$ cat config.mk
export PLATFORM = sky130hd
export DESIGN_NAME = fpga_input_ctrl
export DESIGN_NICKNAME = d
export VERILOG_FILES = /design/src/rtl/fpga_input_ctrl.sv
export SDC_FILE = /design/constraint.sdc
export NUM_CORES = 1
export LEC_CHECK = 0
export BUFFER_PORTS_ARGS = -buffer_cell sky130_fd_sc_hd__buf_2
export CORE_MARGIN = 1.5
export CORE_UTILIZATION = 60
export CTS_BUF_LIST = sky130_fd_sc_hd__clkbuf_4 sky130_fd_sc_hd__clkbuf_8
export CTS_CLUSTER_SIZE = 28
export DETAILED_ROUTE_END_ITERATION = 16
export PLACE_DENSITY_LB_ADDON = 0.2
export REMOVE_ABC_BUFFERS = 1
export SYNTH_ARGS = -nofsm -noshare
export SYNTH_HDL_FRONTEND = slang
export SYNTH_SLANG_ARGS = --single-unit
$ cat constraint.sdc
create_clock -name CLOCK_50 -period 3.1 [get_ports CLOCK_50]
set_input_delay 0.62 -clock CLOCK_50 [delete_from_list [all_inputs] [get_ports CLOCK_50]]
set_output_delay 0.62 -clock CLOCK_50 [all_outputs]
set_load 0.03 [all_outputs]
$ cat src/rtl/fpga_input_ctrl.sv
// fpga_input_ctrl
// Board-input front end for the tile-matching game. It synchronises and
// debounces KEY[3:0] (active-low) and SW[9:0]. It produces clean levels,
// one-cycle press/release/change pulses and a quit pulse for the game FSM.
//
// Internal bit map of the 14-bit vectors:
//   [13:4] switches, 1 = up
//   [3:0]  keys,     1 = pressed (after the synchroniser)
module fpga_input_ctrl #(
   parameter int DEBOUNCE_CYCLES = 500000,
   parameter int QUIT_KEY        = 3
) (
   input  logic       CLOCK_50,
   input  logic       resetn,
   input  logic [3:0] KEY,
   input  logic [9:0] SW,
   output logic [3:0] key_held,
   output logic [3:0] key_press,
   output logic [3:0] key_release,
   output logic [9:0] sw_stable,
   output logic       sw_change,
   output logic       quit_pulse
);

   localparam int NB    = 14;
   localparam int CNT_W = (DEBOUNCE_CYCLES > 1) ? $clog2(DEBOUNCE_CYCLES) : 1;
   localparam logic [CNT_W-1:0] CNT_TC  = CNT_W'(DEBOUNCE_CYCLES - 1);
   localparam logic [CNT_W-1:0] CNT_ONE = CNT_W'(1);
   // KEY flops reset to the released level (1), switch flops reset to 0.
   localparam logic [NB-1:0]    SYNC_RST = {10'b0, 4'hF};

   logic [NB-1:0]    r_sync1;
   logic [NB-1:0]    r_sync2;
   logic [NB-1:0]    r_stable;
   logic [CNT_W-1:0] r_cnt [NB];

   logic [3:0]       r_key_held;
   logic [3:0]       r_key_press;
   logic [3:0]       r_key_release;
   logic [9:0]       r_sw_stable;
   logic             r_sw_change;
   logic             r_quit;

   logic [NB-1:0]    w_synced;
   logic [NB-1:0]    w_mismatch;

   // Keys are flipped to pressed = 1 only after the synchroniser.
   assign w_synced   = {r_sync2[13:4], ~r_sync2[3:0]};
   assign w_mismatch = w_synced ^ r_stable;

   // Two-flop synchroniser for every raw input bit.
   always_ff @(posedge CLOCK_50 or negedge resetn) begin
      if (!resetn) begin
         r_sync1 <= SYNC_RST;
         r_sync2 <= SYNC_RST;
      end else begin
         r_sync1 <= {SW, KEY};
         r_sync2 <= r_sync1;
      end
   end

   // Per-bit debounce. A new level is accepted only after it holds without
   // a break. Any return to the stable level clears the count.
   always_ff @(posedge CLOCK_50 or negedge resetn) begin
      if (!resetn) begin
         r_stable <= '0;
         for (int i = 0; i < NB; i++) r_cnt[i] <= '0;
      end else begin
         for (int i = 0; i < NB; i++) begin
            if (w_mismatch[i]) begin
               if (r_cnt[i] == CNT_TC) begin
                  r_stable[i] <= w_synced[i];
                  r_cnt[i]    <= '0;
               end else begin
                  r_cnt[i] <= r_cnt[i] + CNT_ONE;
               end
            end else begin
               r_cnt[i] <= '0;
            end
         end
      end
   end

   // Registered levels and edge pulses. The held/stable registers also act
   // as the previous-state copy used for edge detection.
   always_ff @(posedge CLOCK_50 or negedge resetn) begin
      if (!resetn) begin
         r_key_held    <= '0;
         r_key_press   <= '0;
         r_key_release <= '0;
         r_sw_stable   <= '0;
         r_sw_change   <= 1'b0;
         r_quit        <= 1'b0;
      end else begin
         r_key_held    <= r_stable[3:0];
         r_key_press   <= r_stable[3:0] & ~r_key_held;
         r_key_release <= ~r_stable[3:0] & r_key_held;
         r_sw_stable   <= r_stable[13:4];
         r_sw_change   <= |(r_stable[13:4] ^ r_sw_stable);
         r_quit        <= r_stable[QUIT_KEY] & ~r_key_held[QUIT_KEY];
      end
   end

   assign key_held    = r_key_held;
   assign key_press   = r_key_press;
   assign key_release = r_key_release;
   assign sw_stable   = r_sw_stable;
   assign sw_change   = r_sw_change;
   assign quit_pulse  = r_quit;

endmodule

* Word level (Yosys, flattened, before mapping)
Cells that the tools add are included.
** Cells by class
- Shifts and indexed selects :: 0
- Divide/modulo/power cells :: 0
- Reduce and logical (&&, ||, !) cells :: 15
- Multiplexer cells :: 28
- $add $sub $neg :: 14
- Equal/unequal tests :: 14
- Bitwise gates (word level) :: 9
- $lt $le $gt $ge :: 0
- $mul :: 0
** Operators by type and width (count)
- $mux 19 :: 28
- $add 19x1->19 const B :: 14
- $eq 19x19->1 const B :: 14
- $reduce_and 2->1 :: 14
- $xor 14x14->14 :: 1
- $not 4->4 :: 3
- $reduce_or 10->1 :: 1
- $xor 10x10->10 :: 1
- $and 4x4->4 :: 2
- $and 1x1->1 :: 1
- $not 1->1 :: 1
** Storage, ports and cells
- Input port bits :: 16
- Logic and storage cells :: 116
- Bits in writable memories :: 0
- Latch bits :: 0
- ROM bits :: 0
- Memories kept :: 0
- Register bits :: 332

* Depth between registers and ports, before layout
Gate-level depths: netlist of run 1.
- Word-level depth :: 3
- Mapped depth :: 7

* Worst setup path before layout of run 1
Ideal clock, no wire load.
- Path type :: register -> register
- From :: register r_cnt[19] (netlist name)
- To :: register r_cnt[26] (netlist name)
- Data required time :: 2968 ps
- Data arrival time :: 1857 ps
- Stages on the path, launching flop included :: 8
- Period minus slack after synthesis :: 1989 ps
- Slack :: 1111 ps
- Setup time :: 132 ps
- Cell sequence :: dfrtp_1 -> ha_1 -> and4_1 -> buf_2 -> nand4_1 -> o21ai_1 -> clkbuf_1 -> nor2_1
** On the way
- Longest elaborated chain between the ends :: 3
** Ends and longest elaborated chain
- from (decl) :: line 35 : logic [CNT_W-1:0] r_cnt [NB];
- from (signal, indexed assignment) :: line 75 : r_cnt[i] <= r_cnt[i] + CNT_ONE;
- $add 19x1->19 or $eq 19x19->1 (tied branches) :: line 75, 71
- $mux 19 (*) :: line 71 : if (r_cnt[i] == CNT_TC) begin
- $mux 19 (*) :: line 70 : if (w_mismatch[i]) begin
Mark *: on every way between the ends. The rest lies on a longest branch, timed or not.
A chain may end at the register's enable or synchronous reset.

* Worst setup path after layout of run 1
- From :: register r_cnt[190] (netlist name)
- To :: register r_cnt[208] (netlist name)
Same word-level chain as after synthesis.

==> results of run 1 <==
## state kept, by name (all words and copies together), names as in the netlist
| name | flops |
|---|---|
| r_cnt | 266 |
| r_stable | 14 |
| r_sync1 | 14 |
| r_sync2 | 14 |
| sw_stable | 10 |
| key_held | 4 |
| key_press | 4 |
| key_release | 4 |
| sw_change | 1 |
## stage by stage
| step | total power [W] | hold WS [ps] | worst slack [ps] | util (%) | cells |
|---|---|---|---|---|---|
| 6_report | 0.00891 | 18.6 | 911 | 68.3 | 1921 |
| 5_1_grt | 0.00927 | 59.6 | 769 | 68.3 | 1921 |
| 4_1_cts | 0.00903 | 22.6 | 937 | 68.3 | 1921 |
| 3_5_place_dp | 0.00480 | 336 | 930 | 63.3 | 1822 |
| 3_3_place_gp | 0.00479 | 332 | 1020 | 63.3 | 1822 |
| 2_1_floorplan | 0.00464 | 324 | 1060 | - | 1435 |
## cells in the final DEF (no fill, tap or decap), types with 10 or more instances in the layout
cell type / synthesis / final
dfrtp_1: 323 / 323
nor2_1: 230 / 230
xor2_1: 114 / 114
xnor2_1: 85 / 85
nand3_1: 82 / 82
nand4_1: 78 / 78
nand2_1: 77 / 77
clkbuf_8: 0 / 70
a21oi_1: 63 / 63
or3_1: 41 / 41
inv_1: 41 / 41
o21ai_0: 39 / 39
buf_2: 22 / 38
or4_1: 35 / 35
nor4_1: 32 / 32
and4_1: 31 / 31
nor3_1: 31 / 31
o31ai_1: 25 / 25
nor4b_1: 17 / 17
buf_4: 1 / 15
ha_1: 14 / 14
clkinv_2: 0 / 13
clkbuf_4: 0 / 10
## layer usage
layer | global-route usage [%] | vias up
met5 | 0 | -
met4 | 6.42 | 0
met3 | 3.95 | 41
met2 | 35.6 | 156
met1 | 29.9 | 5269
li1 | - | 5383
## power by group
group	switching, W	internal (W)	leakage, nW	total [W]
Clock	0.00171	0.00248	0.661	0.00420
Sequential	0.0000562	0.00439	4.52	0.00445
Combinational	0.000190	0.0000824	2.02	0.000272
## area by class of cell
type | instances | area share, %
Inverter | 41 | 0.901
Clock inverter | 19 | 1.18
Timing Repair Buffer | 57 | 2.21
Clock buffer | 80 | 6.08
Multi-Input combinational cell | 1063 | 38.7
Sequential cell | 331 | 48.5
Tap cell | 330 | 2.42
## final timing paths
kind                            cells past startpoint     endpoint  slack, ps
worst max-delay path                                5   r_cnt[208]        910
worst min-delay path                                1    r_cnt[23]         20
worst max register to register                      5   r_cnt[208]        910
worst min register to register                      0  r_sync2[13]        350
max in group asynchronous                           2   r_sync1[1]       2200
min in group CLOCK_50                               1   r_sync1[3]        130
## kinds of logic after synthesis
group	synth area share (%)
AND/OR/NAND/NOR	24.2
flip-flops	54.4
XOR/XNOR	11.4
AO/OA/AOI/OAI	5.60
buffers and inverters	2.25
adder cells (fa/ha/maj)	1.15
multiplexers	0.936
==> run metrics, run 1 <==
first-pass iteration count of the detailed router=5; CP delay by family, top=simple AND/OR/NAND/NOR gates; Post-Syn Instances=approximately 1.5k; Synth-to-Final Area Change=12.1%; CTS tree=yes; VDD IR max=between 0.3 and 0.4 mV; worst path bufs/invs=0; skew final=13.1 ps; Synth area leader=dfrtp_1; cts hold-fix bufs=0; post_cts resized=0; Critical Path, Cell by Cell=ha_1 -> nand4_1 -> or4_1 -> or3_1 -> a21oi_1; Yosys reg bits=~330; layout cells sized above 1=between 10% and 20%; CP max FO=8; vias in the first global route=approximately 11k; die height=approximately 160 µm; worst setup path start=r_cnt[190]; routed length on met1=around 13000 µm; Total GRT Usage=21.8%; Area after DPL=~0.016 mm²; Final Max Tran Viols=0; Max-Cap Viols=0; post-synthesis cell area=roughly 0.015 mm²; startpoint type of the worst setup path=flip-flop; Rows=between 50 and 60; Avg Cell Area, Syn=~10 µm²; top sig layer=met4; post-route cell area=~0.017 mm²; multi-input logic area=roughly 0.0066 mm²; post-DP HPWL=between 15000 and 20000 µm; die width=162 µm; Warnings, synthesis=0; Reg clk slew, reported paths=about 60 ps; post-synth cell types=42; # IOs=40; port bufs=39; Final Setup Violations=0; fin crit period=between 2000 and 2500 ps; fmax=~0.46 GHz; most common cell in the netlist=dfrtp_1; Via density=5.65; largest net degree at the start of global routing=76; FILL cells=approximately 1.9k; unrepaired setup endpoints after global routing=false; outcome=completed; Slew @ Worst Pin=785 ps; Pleak=a little over 7 nW; CP Capture Type=flip-flop; initial antenna violation count=0; via count=around 11k; sequential area share after synthesis=a little over half; post-route ant nets=0; required time worst endpoint=3600 ps; Iteration-0 DRC Markers=724; Die Area=0.0264 mm²; period utilization=70.6%; Power Density=roughly 520 mW/mm²; WL final=around 28000 µm; CTS buffer count=53; number of synthesized flops with an enable pin=0; RD Place Congestion=0.823; Post-synth top cells=323 x dfrtp_1, 230 x nor2_1, 114 x xor2_1; RR Startpoint=r_cnt[190]; core footprint=0.0250 mm²; global route overflow=0; CP max-delay cell=or4_1; Initial Utilization=slightly above 60%; WL met3=approximately 980 µm; WL/cell=~14 µm; Hold Path Class=in -> async; final net count=around 1.6k; CTS Root Cell=clkbuf_8; Worst Path Arrival=around 2700 ps; # diodes=0; first-pass GRT wire length=around 48000 µm; Setup TNS=0 ps; Met2 Wirelength=roughly 13000 µm; share of the synthesized area in the top cell type=between 50 and 60%; Register Area=around 0.0083 mm²; CP peak stage delay=about 660 ps; Worst slew margin=about 48%; clk_lat worst skew=around 580 ps; top cells by area, synth=dfrtp_1 53%, xor2_1 6.5%, nor2_1 5.7%, xnor2_1 4.9%, nand4_1 3.2%; ys flop type=dfrtp_1; critical path class=reg -> reg; H-tree depth=2; Post-CTS Setup Bufs=0; CTS Buffer Depth=3; Num Clock Sinks=around 330; Synth async-reset ratio=100%; final hold violations=0; DRC errors left=0
Power figures use the tool's default switching activity.
==> run 2, diff against run 1 <==
- clock period: 3.1 -> 2.3 ns (I/O delays scaled with it)
==> run 2 against run 1 <==
Compared with the run above: worst hold slack improved by 320 ps; total power rose by 34%; die area is the same; clock power up 33%; critical endpoint is now r_cnt[17]; critical path type unchanged; register-to-register slack worse by 650 ps; first-iteration DRC count fell by 12%; cell count is 1.4% higher; highest routed layer unchanged; routed wire length up 1.5%; setup slack worse by 650 ps; global-route usage rose by 0.38 points.
==> run metrics, run 2 (synthesized netlist as in run 1, its figures left out) <==
fin cells=1948 (+1.4%); Setup TNS=0 ps (unchanged); final hold violations=0 (unchanged); largest register by flop count=r_cnt; # diodes=0 (unchanged); most frequent cells in the layout=323 x dfrtp_1, 230 x nor2_1, 114 x xor2_1; CTS tree=yes; worst-case reg-to-reg path depth=4 (-1); die width=162 µm (unchanged); Via density=5.66 (+0.25%); CP max FO=7 (-1); critical path class=reg -> reg; Critical Path, Cell by Cell=nand4_1 -> or4_1 -> or4_1 -> a21oi_1; Power Density=692 mW/mm² (+33%); outcome=completed; Hold Path Sink=r_sync2[10]; multi-input logic area=0.00661 mm² (unchanged); Worst Path Arrival=2530 ps (-160 ps); Largest register FFs=266 (unchanged); Initial Utilization=60.9% (unchanged); Iteration-0 DRC Markers=638 (-12%); final net count=1604 (+1.7%); post-DP HPWL=18700 µm (+2.3%); RD Place Congestion=0.842 (+2.3%); VDD IR max=0.691 mV (+78%); Rows=58 (unchanged); largest net degree at the start of global routing=64 (-16%); FILL cells=1905 (-1.7%); CTS Root Cell=clkbuf_8; Hold Path Class=reg -> reg; first-pass iteration count of the detailed router=4 (-1); Final Core Density=69.2% (+0.91 points); CTS Buffer Depth=3 (unchanged); core footprint=0.0250 mm² (unchanged); Reg clk slew, reported paths=70 ps (about the same); layout cells sized above 1=12.4% (+0.54 points); Pleak=7.31 nW (+1.5%); Post-CTS Setup Bufs=0 (unchanged); first-pass GRT wire length=49300 µm (+1.9%); Worst slew margin=68.5% (+21 points); CP dominant cell by count=or4_1; skew final=21.0 ps (+7.91 ps); Inst Count DP=1834 (+0.66%); period utilization=88.9% (+18 points); fmax=0.489 GHz (+7.1%); initial antenna violation count=0 (unchanged); WL/cell=14.3 µm (+0.13%); most common cell after layout, fill and taps aside=dfrtp_1; port bufs=39 (unchanged); r2r setup slk=260 ps (-650 ps); required time worst endpoint=2790 ps (-810 ps); CP Capture Type=flip-flop; hold wc startpoint=r_sync1[10]; RR Startpoint=r_cnt[5]; CP peak stage delay=640 ps (-20 ps); Max-Cap Viols=0 (unchanged); vias in the first global route=10.9k (+1.7%); worst path bufs/invs=0 (unchanged); clk_lat worst skew=580 ps (about the same); post-route ant nets=0 (unchanged); Worst Hold Depth=0; H-tree depth=2 (unchanged); RR Endpoint=r_cnt[17]; Final Max Tran Viols=0 (unchanged); Synth-to-Final Area Change=13.6%; # IOs=40 (unchanged); Slew @ Worst Pin=473 ps (-312 ps); fin crit period=2040 ps (-145 ps); Total GRT Usage=22.1% (+0.38 points); Register Area=0.00829 mm² (unchanged); CTS buffer count=53 (unchanged); CP max-delay cell=or4_1; global route overflow=0 (unchanged); DRC errors left=0 (unchanged); Final Setup Violations=0 (unchanged); via count=11.0k (+1.7%); Die Area=0.0264 mm² (unchanged); Num Clock Sinks=331 (unchanged); post-route cell area=0.0173 mm² (+1.3%); CP delay by family, top=simple AND/OR/NAND/NOR gates; startpoint type of the worst setup path=flip-flop; WL final=27900 µm (+1.5%); die height=162 µm (unchanged); unrepaired setup endpoints after global routing=false; Area after DPL=0.0160 mm² (+0.65%)
[run 2: changes by cell type in the layout (fill, tap and decap cells not counted), sizes merged]
| cell | before | now |
|---|---|---|
| dlygate4sd3 | 0 | 15 |
| buf | 57 | 69 |
| clkbuf | 80 | 79 |
| clkinvlp | 1 | 2 |
[run 2: final cells by class]
| class | instances | area share, % |
|---|---|---|
| Clock buffer | 79 | 5.81 |
| Clock inverter | 20 | 1.21 |
| Inverter | 41 | 0.889 |
| Multi-Input combinational cell | 1063 | 38.2 |
| Sequential cell | 331 | 47.9 |
| Tap cell | 330 | 2.38 |
| Timing Repair Buffer | 84 | 3.64 |
[run 2: report_power, final]
part	total, W	switching [W]	internal, W
logic	0.000398	0.000262	0.000136
clock network	0.00559	0.00233	0.00327
registers	0.00599	0.0000752	0.00592
total	0.0120	0.00266	0.00932
[run 2: how the worst max path moves through the flow]
stage,startpoint,to,slack [ps],cells after the start
after floorplan,r_cnt[228],r_cnt[230],260,5
after global placement,r_cnt[0],r_cnt[16],350,5
after detailed placement,r_cnt[5],r_cnt[17],270,4
after CTS,r_cnt[5],r_cnt[17],240,4
after global routing,r_cnt[0],r_cnt[16],130,5
final,r_cnt[5],r_cnt[17],260,4
[run 2: routing by layer]
layer | wire length [µm] | global-route usage [%] | part of all wire [%] | vias to the layer above
met5 | 0 | 0 | 0 | -
li1 | - | - | - | 5433
met1 | 13200 | 30.6 | 47 | 5374
met4 | 627 | 7.26 | 2.2 | 0
met2 | 13200 | 35.9 | 47 | 166
met3 | 908 | 3.64 | 3.2 | 56
[run 2: metrics by stage]
step | hold WS (ps) | setup WS, ps | total power [W]
finish | 343 | 256 | 0.0120
global route | 349 | 127 | 0.0125
CTS | 345 | 242 | 0.0121
detailed placement | 335 | 274 | 0.00648
global placement | 333 | 345 | 0.00647
floorplan | 164 | 260 | 0.00625
[run 2: repair_timing]
| action | CTS | global route |
|---|---|---|
| gates resized for setup | 0 | 0 |
| endpoints found under the setup margin | 0 | 0 |
| hold buffers | 15 | 0 |
| hold endpoints to repair | 49 | 0 |
